<file path="config.mk">
export PLATFORM = sky130hd
export DESIGN_NAME = disp_scan_ctrl
export DESIGN_NICKNAME = d
export VERILOG_FILES = /design/src/rtl/disp_scan_ctrl.sv
export SDC_FILE = /design/constraint.sdc
export NUM_CORES = 1
export LEC_CHECK = 0
export CORE_ASPECT_RATIO = 0.5
export CORE_UTILIZATION = 30
export DETAILED_ROUTE_END_ITERATION = 10
export SETUP_SLACK_MARGIN = 0.15
export SLEW_MARGIN = 30
export SYNTH_ARGS = -nofsm -noshare
export SYNTH_HDL_FRONTEND = slang
export SYNTH_SLANG_ARGS = --single-unit
export TNS_END_PERCENT = 20
</file>
<file path="constraint.sdc">
create_clock -name clk -period 2.2 [get_ports clk]
set_input_delay 0.55 -clock clk [delete_from_list [all_inputs] [get_ports clk]]
set_output_delay 0.55 -clock clk [all_outputs]
set_load 0.05 [all_outputs]
</file>
<file path="src/rtl/disp_scan_ctrl.sv">
// Multiplexed 8-digit BCD display scanner for a stopwatch.
// Lap capture/hold, leading-zero blanking, per-digit blink and PWM dimming.
module disp_scan_ctrl #(
  parameter int HOLD_FRAMES  = 200,
  parameter int BLINK_FRAMES = 50
) (
  input  logic        clk,
  input  logic        rst_n,
  input  logic        scan_tick,
  input  logic [31:0] run_val,
  input  logic        lap_req,
  input  logic        lap_clr,
  input  logic [7:0]  blink_mask,
  input  logic [3:0]  bright,
  output logic [7:0]  an,
  output logic [3:0]  digit,
  output logic        mode,
  output logic        frame_start
);

  localparam int HW = $clog2(HOLD_FRAMES + 1);
  localparam int BW = (BLINK_FRAMES > 1) ? $clog2(BLINK_FRAMES) : 1;

  typedef enum logic {RUN = 1'b0, LAP = 1'b1} state_t;

  state_t        state, state_nx;
  logic [2:0]    idx;
  logic [3:0]    pwm;
  logic [31:0]   snap;
  logic [31:0]   lap_reg;
  logic [HW-1:0] hold_cnt;
  logic [BW-1:0] blink_cnt;
  logic          blink_ph;
  logic          live;
  logic          wrap;
  logic [7:0]    zero_hi;
  logic          lit;

  assign wrap = scan_tick & (idx == 3'd7);

  // Source FSM: state register
  always_ff @(posedge clk) begin
    if (!rst_n) state <= RUN;
    else        state <= state_nx;
  end

  // Source FSM: next state; clear beats capture, hold expiry ends lap
  always_comb begin
    state_nx = state;
    unique case (state)
      RUN: if (!lap_clr && lap_req) state_nx = LAP;
      LAP: begin
        if (lap_clr)
          state_nx = RUN;
        else if (lap_req)
          state_nx = LAP;
        else if (wrap && hold_cnt <= HW'(1))
          state_nx = RUN;
      end
      default: state_nx = RUN;
    endcase
  end

  // Source FSM: output decode
  always_comb begin
    mode = (state == LAP);
  end

  // Lap capture register and frame-based hold countdown
  always_ff @(posedge clk) begin
    if (!rst_n) begin
      lap_reg  <= '0;
      hold_cnt <= '0;
    end else if (lap_clr) begin
      hold_cnt <= '0;
    end else if (lap_req) begin
      lap_reg  <= run_val;
      hold_cnt <= HW'(HOLD_FRAMES);
    end else if (state == LAP && wrap && hold_cnt != '0) begin
      hold_cnt <= hold_cnt - HW'(1);
    end
  end

  // Scan index, PWM phase and frame snapshot; source latched only at wrap
  always_ff @(posedge clk) begin
    if (!rst_n) begin
      idx  <= '0;
      pwm  <= '0;
      snap <= '0;
      live <= 1'b0;
    end else begin
      idx  <= idx + {2'b00, scan_tick};
      pwm  <= pwm + 4'd1;
      live <= live | scan_tick;
      if (wrap) snap <= mode ? lap_reg : run_val;
    end
  end

  // Blink phase flips every BLINK_FRAMES frame wraps
  always_ff @(posedge clk) begin
    if (!rst_n) begin
      blink_cnt <= '0;
      blink_ph  <= 1'b1;
    end else if (wrap) begin
      if (blink_cnt == BW'(BLINK_FRAMES - 1)) begin
        blink_cnt <= '0;
        blink_ph  <= ~blink_ph;
      end else begin
        blink_cnt <= blink_cnt + BW'(1);
      end
    end
  end

  // zero_hi[i]: snap nibble i and all above it are zero
  always_comb begin
    zero_hi    = '0;
    zero_hi[7] = (snap[31:28] == 4'd0);
    for (int i = 6; i >= 0; i--)
      zero_hi[i] = zero_hi[i+1] && (snap[4*i +: 4] == 4'd0);
  end

  // Lit decision for the currently selected digit
  always_comb begin
    lit = live
        && (idx == 3'd0 || !zero_hi[idx])
        && !(blink_mask[idx] && !blink_ph)
        && (bright == 4'hF || pwm < bright);
  end

  // Registered display outputs
  always_ff @(posedge clk) begin
    if (!rst_n) begin
      an          <= 8'hFF;
      digit       <= 4'd0;
      frame_start <= 1'b0;
    end else begin
      an          <= lit ? ~(8'b1 << idx) : 8'hFF;
      digit       <= snap[{idx, 2'b00} +: 4];
      frame_start <= wrap;
    end
  end

endmodule

</file>
# Word-level counts from Yosys, hierarchy flattened
# Cells that the tools add are included.
# W data, S select, Z words.
[op_classes] n_shift=2 reduce_logical=37 bitwise=7 muxes=13 addsub=4 n_eq_ne=3 magnitude_cmp=3
[op_table] cell="$logic_not A4 Y1" count=8
[op_table] cell="$mux W32" count=1
[op_table] cell="$shiftx A32 B6 Y4" count=1
[op_table] cell="$mux W8" count=2
[op_table] cell="$logic_and A1 B1 Y1" count=15
[op_table] cell="$le A8 B1 Y1 const B" count=1
[op_table] cell="$not A8 Y8" count=1
[op_table] cell="$reduce_bool A8 Y1" count=1
[op_table] cell="$shl A1 B3 Y8 const A" count=1
[op_table] cell="$sub A8 B1 Y8 const B" count=1
[op_table] cell="$add A6 B1 Y6 const B" count=1
[op_table] cell="$bmux W1 S3" count=2
[op_table] cell="$eq A6 B6 Y1 const B" count=1
[op_table] cell="$mux W1" count=6
[op_table] cell="$mux W6" count=1
[op_table] cell="$reduce_and A2 Y1" count=3
[op_table] cell="$add A4 B1 Y4 const B" count=1
[op_table] cell="$eq A4 B4 Y1 const B" count=1
[op_table] cell="$logic_not A1 Y1" count=4
[op_table] cell="$lt A3 B4 Y1 const B" count=1
[op_table] cell="$lt A4 B4 Y1" count=1
[op_table] cell="$not A1 Y1" count=4
[op_table] cell="$add A3 B1 Y3" count=1
[op_table] cell="$eq A3 B3 Y1 const B" count=1
[op_table] cell="8 further kinds" count=9
[word_totals] out_inout_bits=14 input_bits=49 register_bits=101

# Depth between registers and ports, before layout
[depth] word_depth=16 mapped_depth=6

# Worst setup path before layout
# Ideal clock, no wire load.
[synth_timing] kind="reg2reg" start="register state (netlist: mode)" end="register hold_cnt[7]" path_slack_ns=0.221 stages_incl_launch_ff=6 setup_ns=0.119 arrival_ns=1.860 path_cell_list="dfxtp_1 -> buf_4 -> or4b_4 -> a211oi_4 -> mux2i_1 -> nor3_2"
[synth_via] elab_chain_cells=3
[synth_rtl] item="from (decl)" line="26" source="state_t state, state_nx;"
[synth_rtl] item="from (signal assigned)" line="44" source="else state <= state_nx;"
[synth_rtl] item="$logic_and A1 B1 Y1 (2 in a row)" line="79" source="end else if (state == LAP && wrap && hold_cnt != '0) begin"
[synth_rtl] item="$reduce_bool A2 Y1 (no source line)"
[synth_rtl] item="to (signal assigned)" line="78" source="hold_cnt <= HW'(HOLD_FRAMES);"
[synth_rtl] item="to (signal assigned)" line="80" source="hold_cnt <= hold_cnt - HW'(1);"
[synth_rtl] item="to (decl)" line="31" source="logic [HW-1:0] hold_cnt;"
# Every way passes these cells.
# A chain may end at the register's enable or synchronous reset.

# Worst setup path in the final report
[layout_timing] start="register an[2]" end="output port an[2]"
[layout_lines] item="from (decl)" line="15" source="output logic [7:0] an,"
[layout_lines] item="from (signal assigned)" line="137" source="an <= lit ? ~(8'b1 << idx) : 8'hFF;"
# No word-level cell between the ends.

==> impl_metrics.csv <==
group,metric,value,unit
synthesis,synth_top_family_by_area,"simple AND/OR/NAND/NOR gates",
critical_path,cp.buffers_inverters,1,
final_layout,drive_gt1_share,10.05,%
timing,finalCriticalPeriod,2024,ps
critical_path,end_kind,"output pin",
synthesis,synth_warnings,0,
placed_design,io_buffers,62,
detailed_routing,drt_first_pass_iters,5,
timing,fin_crit_sh,92.00,%
critical_path,reg2reg_slack,440,ps
cts,cts_buffers,9,
global_route,antenna_found_initial,0,
global_route,track_usage,13.68,%
detailed_routing,vias,3652,
final_layout,syn2layout_area_growth,26.38,%
min_path,hold_end,"lap_reg[0]",
min_path,holdPathStages,2,
placed_design,gp_congestion,0.7589,
critical_path,arrival,1470,ps
synthesis,ys_seq_area_share,43.06,%
status,outcome,"finished, final reports clean",
floorplanning,die_h,90.47,µm
floorplanning,fp.coreArea,14860,µm²
timing,skew,6.205,ps
global_route,grt_max_degree,61,
timing,hold_slack,451.0,ps
timing,slew_headroom,62.78,%
synthesis,synth_most_common_cell,"nand2_1",
min_path,hp-class,"flip-flop to flip-flop",
floorplanning,row_count,31,
synthesis,synthFlopType,"dfxtp_1",
pwr,p_leak,2.513,nW
synthesis,yosysTopAreaCell,"dfxtp_1",
detailed_routing,ant_nets,0,
pwr,peakVddDrop,0.3602,mV
synthesis,yosys.area_share.xor_xnor,2.425,%
floorplanning,die_w,178.9,µm
cts,cts_tree,"yes",
synthesis,yosys-top-cells-area,"dfxtp_1, nand2_1, mux2i_1, o211a_1, mux4_2",
synthesis,ys_async_sr_fraction,0,%
final_layout,stdcell_count,755,
cts,cts_sinks,101,
critical_path,max_stage_delay,800,ps
final_layout,diodes,0,
critical_path,path_max_fanout,1,
timing,setup_viol,0,
cts,cts.path.max_buffers,2,
synthesis,synth_commonest_cells,"nand2_1, dfxtp_1, mux2i_1",
global_route,grt_pass1_vias,3615,
cts,clk_pin_slew,70,ps
global_route,overflow,0,
synthesis,avgSynthCellArea,9.506,µm²
critical_path,critical-path-top-delay-family,"buffers and inverters",
synthesis,syn_area,4696,µm²
cts,ctsHtreeMaxLevel,3,
synthesis,synthCells,494,
floorplanning,die_area,16190,µm²
critical_path,critPathKind,"flip-flop to output pin",
synthesis,synthSimpleGateAreaFrac,18.01,%
critical_path,cp.required,1650,ps
cts,cts_setup_buffers,0,
detailed_routing,wirelength,10300,µm
run,drv_cap,0,
critical_path,rr_endpoint,"an[5]",
synthesis,synthesis.nets,554,
min_path,hp-start,"lap_reg[0]",
critical_path,r2r_cells,4,
synthesis,synth_seq_cells,101,
critical_path,r2r_start,"idx[0]",
synthesis,synth_compound_area_share,17.99,%
detailed_routing,drtIter0Drc,213,
critical_path,slowest_stage,"clkdlybuf4s50_1",
placed_design,dpl.cell_count,739,
synthesis,synth_mux_area_share,11.78,%
cts,postCtsHoldBufs,0,
placed_design,dpl.hpwl,7319,µm
detailed_routing,wl_per_cell,13.64,µm
floorplanning,initial_core_util,31.61,%
cts,clock_latency,340,ps
synthesis,synth.top_cell.area_share,43.06,%
critical_path,start_kind,"flip-flop",
pwr,cellPowerDensity,656.2,nW/µm²
global_route,grt_pass1_wl,17620,µm
synthesis,ys_types,52,
cts,cts-root-buf,"clkbuf_16",
floorplanning,num_io_pins,63,
timing,hold_violations,0,
critical_path,worstPathCellList,"clkdlybuf4s50_1",
timing,worst_pin_slew,553.1,ps
timing,fmax,494.1,MHz
detailed_routing,detail_route.vias_per_cell,4.837,
timing,final-max-slew-violation-count,0,
detailed_routing,drc,0,
timing,grt_setup_unrepaired,"true",
synthesis,synth_edf_count,0,
final_layout,fin_nets,612,
synthesis,synth_fa_ha_area_share,2.931,%
## final cells by class
cell class | count | area [µm²]
clock buffer | 11 | 242.7
clock inverter | 5 | 58.81
fill | 1497 | 8921
inverter | 11 | 41.29
multi-input combinational | 349 | 2511
sequential | 101 | 2023
tap | 198 | 247.7
timing repair buffer | 80 | 809.5
## cell usage in the layout, fill, tap and decap left out, drive strengths merged, types with 2 or more instances in the layout
master and n:
clkdlybuf4s50 59, dfxtp 101, inv 12, clkbuf 11
mux2i 35, nand4 5, dlymetal6s2s 2, nor3b 4
a211oi 6, nor2b 2, o211a 32, a31oi 2
xor2 7, buf 19, nand3 5, a21oi 5
nor3 2, or2 2, a311oi 4, nand2 113
or4 2, mux4 9, nand4b 2, nor4 7
nand2b 5, a21boi 36, and2 8, xnor2 6
ha 11, nor2 16, clkinvlp 2, o21ai 6
o211ai 3
## per-stage QoR
step	cell area (µm²)	util (%)	worst slack [ps]	power, mW	TNS (ps)
final	5934	39.95	176.0	3.894	0
after CTS	5919	39.85	85.90	3.950	0
after global placement	5612	37.77	-230.4	2.338	-1179
after floorplan	4696	-	221.4	2.165	0
after detailed placement	5612	37.77	-272.6	2.345	-1393
after global routing	5934	39.95	122.4	4.082	0
## cell families (layout without fill, tap and decap cells)
logic type	count (synthesis)	count (layout)
muxes	44	44
adders and majority gates	11	11
and+or+nand+nor	179	179
AOI/OAI and AO/OA	102	102
DFF	101	101
xor gates and xnor gates	13	13
buffers and inverters	44	107
## per-layer routing
layer  GRT usage (%)  vias to the layer above  wire, µm
li1                -                     1868         -
met1           17.38                     1745      5014
met2           22.81                       35      4914
met3           3.283                        4       313
met4           4.025                        0        55
met5               0                        -         0
## where the power goes
group          internal, mW  leakage (nW)  switching [mW]
sequential             1.87         0.820          0.0302
combinational         0.209          1.55           0.194
clock                 0.915         0.142           0.675
total                  2.99          2.51           0.899
## worst max-delay path by stage
stage | from | to | depth (start not counted) | slack (ps)
after floorplan | mode | hold_cnt[7] | 5 | 220
after global placement | bright[1] | an[5] | 6 | -230
after detailed placement | bright[1] | an[5] | 6 | -270
after CTS | mode | mode | 1 | 90
after global routing | digit[1] | digit[1] | 1 | 120
final | an[2] | an[2] | 1 | 180
## repair_timing
item	CTS	global route
endpoints found under the setup margin	3	17
resized for setup	1	4
pin swaps	0	2
(Power assumes the default switching activity.)
